$ cat config.mk
export PLATFORM = sky130hd
export DESIGN_NAME = fmul_arbiter
export DESIGN_NICKNAME = d
export VERILOG_FILES = /design/src/rtl/fmul_pkg.sv /design/src/rtl/fmul.sv /design/src/rtl/rr_arbiter.sv /design/src/rtl/fmul_arbiter.sv
export SDC_FILE = /design/constraint.sdc
export NUM_CORES = 2
export LEC_CHECK = 0
export CAP_MARGIN = 10
export CORE_MARGIN = 1
export CORE_UTILIZATION = 25
export CTS_CLUSTER_SIZE = 20
export DETAILED_ROUTE_END_ITERATION = 7
export GPL_TIMING_DRIVEN = 0
export SLEW_MARGIN = 10
export SYNTH_ARGS = -nofsm -noshare
export SYNTH_HDL_FRONTEND = slang
export SYNTH_SLANG_ARGS = --single-unit
$ cat constraint.sdc
create_clock -name clk_i -period 13.94 [get_ports clk_i]
set_input_delay 4.182 -clock clk_i [delete_from_list [all_inputs] [get_ports clk_i]]
set_output_delay 4.182 -clock clk_i [all_outputs]
set_load 0.05 [all_outputs]
$ cat src/rtl/fmul_pkg.sv
// Shared constants and types for the fmul arbiter slice.
package fmul_pkg;

   localparam int DATA_WIDTH_DEF = 32;

   typedef enum logic [1:0] {
      IDLE = 2'd0,
      CALC = 2'd1,
      RESP = 2'd2
   } fmul_arb_state_e;

endpackage

$ cat src/rtl/fmul.sv
// Combinational IEEE-754 binary32 multiplier: round-to-nearest-even,
// subnormal inputs and results flushed to signed zero, canonical quiet NaN.
module fmul #(
   parameter int DATA_WIDTH = 32
) (
   input  logic [DATA_WIDTH-1:0] a_i,
   input  logic [DATA_WIDTH-1:0] b_i,
   output logic [DATA_WIDTH-1:0] c_o
);

   // Round a 23-bit fraction to nearest-even; bit 23 of the result is the carry-out.
   function automatic logic [23:0] round_rne(input logic [22:0] frac,
                                             input logic guard,
                                             input logic sticky);
      logic up;
      up = guard & (sticky | frac[0]);
      return {1'b0, frac} + {23'd0, up};
   endfunction

   // Saturate a finite result: overflow to infinity, underflow to zero.
   function automatic logic [31:0] pack_sat(input logic sign,
                                            input logic signed [10:0] exp_s,
                                            input logic [22:0] frac);
      if (exp_s >= 11'sd255)
         return {sign, 8'hFF, 23'd0};
      else if (exp_s <= 11'sd0)
         return {sign, 31'd0};
      else
         return {sign, exp_s[7:0], frac};
   endfunction

   logic [31:0]        a, b, res;
   logic               sign, a_nan, b_nan, a_inf, b_inf, a_zero, b_zero;
   logic [47:0]        prod;
   logic signed [10:0] exp_s;
   logic [22:0]        frac;
   logic               guard, sticky;
   logic [23:0]        frac_r;

   assign a = a_i[31:0];
   assign b = b_i[31:0];

   // Special-case classification, significand product, normalise, round, pack.
   always_comb begin
      sign   = a[31] ^ b[31];
      a_nan  = (a[30:23] == 8'hFF) && (a[22:0] != 23'd0);
      b_nan  = (b[30:23] == 8'hFF) && (b[22:0] != 23'd0);
      a_inf  = (a[30:23] == 8'hFF) && (a[22:0] == 23'd0);
      b_inf  = (b[30:23] == 8'hFF) && (b[22:0] == 23'd0);
      a_zero = (a[30:23] == 8'h00);
      b_zero = (b[30:23] == 8'h00);
      prod   = 48'({1'b1, a[22:0]}) * 48'({1'b1, b[22:0]});
      exp_s  = $signed({3'b000, a[30:23]}) + $signed({3'b000, b[30:23]}) - 11'sd127;
      if (prod[47]) begin
         frac   = prod[46:24];
         guard  = prod[23];
         sticky = |prod[22:0];
         exp_s  = exp_s + 11'sd1;
      end else begin
         frac   = prod[45:23];
         guard  = prod[22];
         sticky = |prod[21:0];
      end
      frac_r = round_rne(frac, guard, sticky);
      if (frac_r[23]) begin
         exp_s = exp_s + 11'sd1;
         frac  = 23'd0;
      end else begin
         frac  = frac_r[22:0];
      end

      if (a_nan || b_nan || (a_inf && b_zero) || (b_inf && a_zero))
         res = 32'h7FC0_0000;
      else if (a_inf || b_inf)
         res = {sign, 8'hFF, 23'd0};
      else if (a_zero || b_zero)
         res = {sign, 31'd0};
      else
         res = pack_sat(sign, exp_s, frac);
   end

   assign c_o = DATA_WIDTH'(res);

endmodule

$ cat src/rtl/rr_arbiter.sv
// Combinational round-robin pick: first set request at or above ptr, wrapping.
module rr_arbiter #(
   parameter  int N    = 4,
   localparam int ID_W = $clog2(N)
) (
   input  logic [N-1:0]    req,
   input  logic [ID_W-1:0] ptr,
   output logic [N-1:0]    grant,
   output logic [ID_W-1:0] grant_idx,
   output logic            any_req
);

   // Scan N positions starting at ptr; the first hit wins.
   always_comb begin
      int  idx;
      logic found;
      grant     = '0;
      grant_idx = '0;
      any_req   = |req;
      found     = 1'b0;
      idx       = 0;
      for (int i = 0; i < N; i++) begin
         idx = int'(ptr) + i;
         if (idx >= N) idx = idx - N;
         if (!found && req[idx]) begin
            found      = 1'b1;
            grant[idx] = 1'b1;
            grant_idx  = ID_W'(idx);
         end
      end
   end

endmodule

$ cat src/rtl/fmul_arbiter.sv
// Round-robin sharing of one fmul among NUM_REQ valid/ready requesters.
// Operands are registered on accept and the product is registered in CALC.
module fmul_arbiter
   import fmul_pkg::*;
#(
   parameter  int DATA_WIDTH = DATA_WIDTH_DEF,
   parameter  int NUM_REQ    = 4,
   localparam int ID_W       = $clog2(NUM_REQ)
) (
   input  logic                          clk_i,
   input  logic                          rst_ni,
   input  logic [NUM_REQ-1:0]            req_valid_i,
   output logic [NUM_REQ-1:0]            req_ready_o,
   input  logic [NUM_REQ*DATA_WIDTH-1:0] req_a_i,
   input  logic [NUM_REQ*DATA_WIDTH-1:0] req_b_i,
   output logic [NUM_REQ-1:0]            rsp_valid_o,
   input  logic [NUM_REQ-1:0]            rsp_ready_i,
   output logic [DATA_WIDTH-1:0]         rsp_data_o,
   output logic                          busy_o
);

   fmul_arb_state_e         state_q, state_d;
   logic [ID_W-1:0]         rr_ptr_q, owner_q;
   logic [DATA_WIDTH-1:0]   op_a_q, op_b_q, result_q, fmul_c;
   logic [NUM_REQ-1:0]      grant;
   logic [ID_W-1:0]         grant_idx;
   logic                    any_req;
   logic                    accept;

   rr_arbiter #(.N(NUM_REQ)) u_rr (
      .req       (req_valid_i),
      .ptr       (rr_ptr_q),
      .grant     (grant),
      .grant_idx (grant_idx),
      .any_req   (any_req)
   );

   fmul #(.DATA_WIDTH(DATA_WIDTH)) u_fmul (
      .a_i (op_a_q),
      .b_i (op_b_q),
      .c_o (fmul_c)
   );

   // State register.
   always_ff @(posedge clk_i or negedge rst_ni) begin
      if (!rst_ni) state_q <= IDLE;
      else         state_q <= state_d;
   end

   // Next state and handshake outputs; ready is masked while reset is held.
   always_comb begin
      state_d     = state_q;
      req_ready_o = '0;
      rsp_valid_o = '0;
      accept      = 1'b0;
      unique case (state_q)
         IDLE: begin
            if (any_req && rst_ni) begin
               req_ready_o = grant;
               accept      = 1'b1;
               state_d     = CALC;
            end
         end
         CALC: state_d = RESP;
         RESP: begin
            rsp_valid_o[owner_q] = 1'b1;
            if (rsp_ready_i[owner_q]) state_d = IDLE;
         end
         default: state_d = IDLE;
      endcase
   end

   // Operand/owner capture on accept, pointer rotation past the winner,
   // and product capture at the end of CALC.
   always_ff @(posedge clk_i or negedge rst_ni) begin
      if (!rst_ni) begin
         rr_ptr_q <= '0;
         owner_q  <= '0;
         op_a_q   <= '0;
         op_b_q   <= '0;
         result_q <= '0;
      end else begin
         if (accept) begin
            op_a_q   <= req_a_i[grant_idx*DATA_WIDTH +: DATA_WIDTH];
            op_b_q   <= req_b_i[grant_idx*DATA_WIDTH +: DATA_WIDTH];
            owner_q  <= grant_idx;
            rr_ptr_q <= (grant_idx == ID_W'(NUM_REQ - 1)) ? '0 : grant_idx + ID_W'(1);
         end
         if (state_q == CALC) result_q <= fmul_c;
      end
   end

   assign rsp_data_o = result_q;
   assign busy_o     = (state_q != IDLE);

endmodule

Word-level counts from Yosys, hierarchy flattened
Index checks and enable logic that the tools add are counted.
- register bits: 102
- input port bits: 266
- output and inout port bits: 41
- logic and storage cells: 145
- add/sub/neg operators: 13
- $mul: 1
- magnitude comparators: 16
- eq/ne operators: 7
- shift-type cells: 2
- muxes and demuxes: 59
- bitwise operators: 6
- reductions and logical operators: 35
- operators with widths (operator ; count):
    variable part select 128 x 8 -> 32 bit ; 2
    two-way mux 32 bit ; 5
    greater-or-equal comparator 32 x 1 -> 1 bit (second input constant) ; 4
    < comparator 32 x 4 -> 1 bit (second input constant) ; 4
    two-way mux 31 bit ; 4
    greater-or-equal comparator 32 x 4 -> 1 bit (second input constant) ; 3
    subtractor 32 x 4 -> 32 bit (second input constant) ; 3
    multiplier 24 x 24 -> 48 bit ; 1
    logical NOT 23 bit ; 2
    two-way mux 23 bit ; 2
    nonzero test 23 bit ; 2
    two-way mux 4 bit ; 7
    adder 23 x 1 -> 24 bit ; 1
    OR reduction 23 bit ; 1
    adder 11 x 2 -> 11 bit (second input constant) ; 2
    two-way mux 11 bit ; 2
    OR reduction 22 bit ; 1
    two-way mux 1 bit ; 21
    equality test 8 bit (second input constant) ; 2
    logical NOT 8 bit ; 2
    logical AND 1 bit ; 15
    two-way mux 2 bit ; 7
    bitwise OR 4 bit ; 3
    greater-or-equal comparator 11 x 9 -> 1 bit (second input constant) ; 1
    25 further kinds ; 42

Longest topological paths before layout
- depth after elaboration: 17
- gate-level depth with buffers: 39

Cells and area by module
A second synthesis with hierarchy kept.
- cell total of the unflattened synthesis: 2971
- area, all modules: 27691.6 µm²
- modules (own cells, without submodules) (module ; times used ; cells each ; area each (µm²)):
    fmul ; 1 ; 2613 ; 21827.2
    fmul_arbiter ; 1 ; 308 ; 5400.2
    rr_arbiter ; 1 ; 50 ; 464.2

Worst setup path before layout
OpenSTA, ideal clock, no wires.
- kind: input-to-output
- start point: in req_valid_i[0]
- end point: out req_ready_o[0]
- data arrival time: 6031 ps
- slack: 3727 ps
- stages: 6
- path buffers: 1
- path through: clkbuf_1 -> mux2_2 -> o21ai_0 -> and3_1 -> a222oi_1 -> a21oi_1
- cells in the longest elaborated chain, start to end: 15
- elaborated cells on any way between the ends: 32
- RTL lines (element ; RTL line ; source):
    from (decl) ; fmul_arbiter.sv:12 ; input logic [NUM_REQ-1:0] req_valid_i,
    binary-select mux 1 bit (select 2 bit) ; rr_arbiter.sv:25 ; if (!found && req[idx]) begin
    two-way mux 1 bit (implied by the code) (2 in a row) ; rr_arbiter.sv:25 ;
    two-way mux 1 bit ; rr_arbiter.sv:25 ;
    logical NOT 1 bit ; rr_arbiter.sv:25 ;
    logical AND 1 bit ; rr_arbiter.sv:25 ;
    two-way mux 1 bit ; rr_arbiter.sv:25 ;
    logical NOT 1 bit ; rr_arbiter.sv:25 ;
    logical AND 1 bit ; rr_arbiter.sv:25 ;
    two-way mux 1 bit ; rr_arbiter.sv:25 ;
    logical NOT 1 bit ; rr_arbiter.sv:25 ;
    logical AND 1 bit ; rr_arbiter.sv:25 ;
    two-way mux 4 bit ; rr_arbiter.sv:25 ;
    two-way mux 4 bit (*) ; fmul_arbiter.sv:58 ; if (any_req && rst_ni) begin
    two-way mux 4 bit (*) ; fmul_arbiter.sv:56 ; unique case (state_q)
    to (decl) ; fmul_arbiter.sv:13 ; output logic [NUM_REQ-1:0] req_ready_o,
Every way passes the cells marked *; elsewhere a longest branch is shown, timed or not. The select of a mux whose other input is x is not followed.

Worst setup path in the final report
- start point: reg op_a_q[8]
- end point: reg result_q[22] (netlist: rsp_data_o[22])
- cells in the longest elaborated chain, start to end: 13
- elaborated cells on any way between the ends: 29
- RTL lines (element ; RTL line ; source):
    from (decl) ; fmul_arbiter.sv:24 ; logic [DATA_WIDTH-1:0] op_a_q, op_b_q, result_q, fmul_c;
    from (signal assigned) ; fmul_arbiter.sv:84 ; op_a_q <= req_a_i[grant_idx*DATA_WIDTH +: DATA_WIDTH];
    multiplier 24 x 24 -> 48 bit ; fmul.sv:52 ; prod = 48'({1'b1, a[22:0]}) * 48'({1'b1, b[22:0]});
    OR reduction 23 bit or OR reduction 22 bit (tied branches) ; fmul.sv:57, fmul.sv:62 ;
    two-way mux 1 bit ; fmul.sv:54 ; if (prod[47]) begin
    bitwise OR 1 bit ; fmul.sv:16 ; up = guard & (sticky | frac[0]);
    bitwise AND 1 bit ; fmul.sv:16 ;
    adder 23 x 1 -> 24 bit ; fmul.sv:17 ; return {1'b0, frac} + {23'd0, up};
    two-way mux 11 bit ; fmul.sv:65 ; if (frac_r[23]) begin
    <= comparator 11 x 1 -> 1 bit ; fmul.sv:26 ; else if (exp_s <= 11'sd0)
    two-way mux 31 bit ; fmul.sv:26 ;
    two-way mux 31 bit ; fmul.sv:24 ; if (exp_s >= 11'sd255)
    two-way mux 31 bit ; fmul.sv:76 ; else if (a_zero || b_zero)
    two-way mux 31 bit ; fmul.sv:74 ; else if (a_inf || b_inf)
    two-way mux 32 bit (*) ; fmul.sv:72 ; if (a_nan || b_nan || (a_inf && b_zero) || (b_inf && a_zero))
    to (signal assigned) ; fmul_arbiter.sv:89 ; if (state_q == CALC) result_q <= fmul_c;
    to (decl) ; fmul_arbiter.sv:24 ;
Every way passes the cells marked *; elsewhere a longest branch is shown, timed or not.
A chain may end at the register's enable or synchronous reset.

==> out/results.txt <==
The logs give 0.38 ns for the latest clock arrival within the worst-skew pair and 14.23 ns for the required time of the critical path. The tools report the total I/O pin count as 307. The final hold violation count is 0, and the worst-case clock buffer depth is 2. For this run, the post-layout net count is 4755. For the number of global-route vias before repair, the log shows 27.4k. Highest-delay cell along the critical path: fa_1. The synthesis warning total was 0; the global-route total usage across every layer was 20.2%. Maximum clock rate: 83.5 MHz. Type of element capturing the critical path: a flop.

The startpoint identified for the worst register-to-register timing path is op_a_q[8]$_DFFE_PN0P_. The library cell used most frequently in the layout, excluding fill and tap cells, is nand2_1. The worst setup slack before clock tree synthesis is 2.24 ns, and the height of the chip is 337 µm.

The finished layout holds 5320 standard cells, fillers aside. The logs give 5293 for the number of placed instances, taps included and 1.96 ns for the minimum setup slack in the final design. The worst reg2reg path depth is 38. The first global-routing pass estimated 171000 µm of wire. The net count of the mapped netlist was 4439; the number of levels the H-tree was split into was 3.

The root cell of the clock tree is clkbuf_16. STA puts the critical path data arrival time at 12.26 ns. After synthesis the netlist holds a flip-flop and latch count of 102. Number of synthesized flops with an enable pin: 0. After detailed routing, the number of remaining DRC violations is 0. The post-synthesis to final-layout area growth works out to 18.8%. After clock tree synthesis, the clock-pin slew on the worst setup and hold paths is 0.09 ns. After global routing, the most crowded layer is met2. For the synthesized cell area, the log shows 28000 µm². Max-cap violations in this run came to 0.

For the pin with the worst max-slew slack, the measured transition is 1.11 ns. TritonCTS built the clock tree. For met1 alone, demand over resource in global routing was 26.5%. The average wire length per cell after detail routing came out at 21.2 µm.

The worst hold-check path type was reg2reg. The startpoint-to-endpoint class of the critical path is reg2reg. The worst register-to-register path ends at rsp_data_o[22]$_DFFE_PN0N_. In this run, CTS created clock tree buffers numbering 9.

The largest net degree at the start of global routing was 83. In this run the worst path has a maximum fanout of 10. Counting instances, the worst hold path has a depth of 2.

The number of design-rule violations left by the first detailed-router iteration was 2542; the site row count was 122. The top cell types in the final layout, fill and taps aside, are nand2_1 (763), inv_1 (558), fa_1 (483). The tools report the terminating pin of the worst hold path as rsp_data_o[14]$_DFFE_PN0N_. Once detail routing completed, the nets flagged for antenna violations numbered 0. The flow ran to the end, and the final reports show no timing, DRC or antenna violations.

For this run, global-route usage on met2 was measured as 31.6%. For this run, the register share of the synthesized area comes to 9.11%. Final count of pins violating max slew: 0.

Port buffering added 304 buffers. In the synthesized netlist the dominant register cell turns out to be dfrtp_1. Initial antenna violation count: 10.

In the routed layout, each cell is associated on average with a via count of 4.96. Startpoint of the worst hold path: rsp_data_o[14]$_DFFE_PN0N_. For flop-to-flop paths, the worst setup slack is 1.96 ns.

The tools report the number of clock sinks seen by CTS as 102. The run gives 0 as the number of setup buffers added after CTS. The pre-antenna-repair detailed-routing pass consisted of 7 iterations. The per-instance average area after synthesis works out to 8.00 µm². The share of async-settable or async-resettable flops after synthesis was 100%; the total congestion overflow after global routing was 0.

For this configuration, the core starts out at a cell density of 25.3%. The logs give 0.0173 ns for the setup skew after layout and 0 for the total setup violations reported at the end of the flow. The number of gates given a new drive strength after cts is 0, and the count of hold-fix buffers inserted at cts is 0. The congestion estimate from routability-driven global placement came to 1.01.

The tools report the post-synthesis instance total as 3500. Count of unique library cells instantiated by Yosys: 94. Adding up every negative setup slack in the final design gives 0 ns. Setup repair after global routing left no endpoint under its margin. The critical path's most frequent cell is fa_1.

The total wire length is 113000 µm. The most critical setup path has its startpoint at op_a_q[8]$_DFFE_PN0P_. The delay of the slowest cell on the worst path was 0.71 ns; the met3 usage was 4.70%.

From left edge to right edge, the die measures 337 µm. The tools report the placeable core region as 111000 µm². The normalized max-slew margin was 25.3%; the via total after detailed routing was 26.4k. The minimum clock period is 11.98 ns, and the final cycle utilization of the critical path is 85.9%. The post-DP HPWL came out at 93400 µm. STA classifies the critical path startpoint as a flop.

The die covers 113000 µm². The share of cells above drive strength 1 works out to 2.02%.
-- critical path: cells and delay by family, from the launching register on --
kind / cells / cell delay, ns
buffers and inverters: 11 / 2.94
AOI/OAI and AO/OA: 10 / 2.53
adders and majority gates: 9 / 4.21
and+or+nand+nor: 8 / 1.79
DFF: 1 / 0.37
-- per-layer routing --
| layer | up-vias | wire, µm | part of all wire [%] |
|---|---|---|---|
| met4 | 0 | 5190 | 4.6 |
| li1 | 11700 | - | - |
| met2 | 1294 | 50100 | 44 |
| met1 | 13200 | 46600 | 41 |
| met5 | - | 0 | 0 |
| met3 | 243 | 11000 | 9.8 |
-- area by class of cell --
cell class / instances / area, µm²
diodes: 11 / 27.5
clock inverters: 7 / 91.3
plain buffers: 191 / 747
repair buffers: 305 / 3070
inverters: 562 / 2110
clock buffers: 9 / 225
fillers: 12000 / 77500
flip-flops and latches: 102 / 2550
multi-input cells: 2645 / 22600
well taps: 1488 / 1860
-- sequential cells by signal, summed over array words and instances, names as in the netlist --
register	flops
owner_q	2
op_a_q	32
op_b_q	32
rr_ptr_q	2
rsp_data_o	32
state_q	2
-- synth_stat cells, types with 6 or more instances --
cell / number / area share, %
a21oi_1: 88 / 1.6
nor3b_1: 8 / 0.21
nor3_1: 35 / 0.63
nor2_1: 116 / 1.6
a211oi_1: 19 / 0.51
dfrtp_1: 102 / 9.1
or2_2: 6 / 0.13
fa_1: 483 / 35
inv_1: 558 / 7.5
o41ai_2: 8 / 0.46
o21ai_0: 162 / 2.9
and3_1: 12 / 0.27
a22oi_1: 7 / 0.19
and2_1: 249 / 5.6
or3_1: 7 / 0.16
nor2b_1: 13 / 0.29
nand2_1: 763 / 10
a32o_1: 11 / 0.39
xnor2_1: 46 / 1.4
o21a_1: 15 / 0.40
clkbuf_1: 172 / 2.3
o21ai_1: 14 / 0.25
nand4_1: 29 / 0.65
o211ai_1: 28 / 0.75
o31ai_1: 6 / 0.16
buf_2: 15 / 0.27
a31oi_1: 8 / 0.18
nand3_1: 112 / 2.0
nand2b_1: 10 / 0.22
a21o_1: 11 / 0.29
ha_1: 190 / 8.5
mux2i_1: 9 / 0.32
and4_1: 7 / 0.22
xor2_1: 31 / 0.97
nor4_1: 21 / 0.47
-- through the flow --
step	cell area [µm²]	hold slack, ns	utilization, %
floorplan	28000	0.470	-
global placement	32900	0.475	29.7
detailed placement	32900	0.475	29.7
CTS	33300	0.501	30.0
global route	33300	0.513	30.0
finish	33300	0.500	30.0
-- logic make-up after synthesis --
group / after synthesis / share of synthesized area, %
and+or+nand+nor: 1417 / 23.6
xor gates and xnor gates: 78 / 2.47
DFF: 102 / 9.11
buffers and inverters: 753 / 10.2
AOI/OAI and AO/OA: 460 / 10.9
muxes: 17 / 0.724
adders and majority gates: 673 / 43.0
-- worst max path at each step --
stage | endpoint | slack (ns) | cells past startpoint
after floorplan | req_ready_o[0] | 3.73 | 6
after global placement | req_ready_o[3] | -1.58 | 6
after detailed placement | req_ready_o[3] | 2.24 | 7
after CTS | rsp_data_o[22]$_DFFE_PN0N_ | 2.20 | 38
after global routing | rsp_data_o[22]$_DFFE_PN0N_ | 1.53 | 35
final | rsp_data_o[22]$_DFFE_PN0N_ | 1.96 | 38
Power is not shown: default switching activity piles up to over one toggle a cycle in this logic, so the estimate is an artifact.
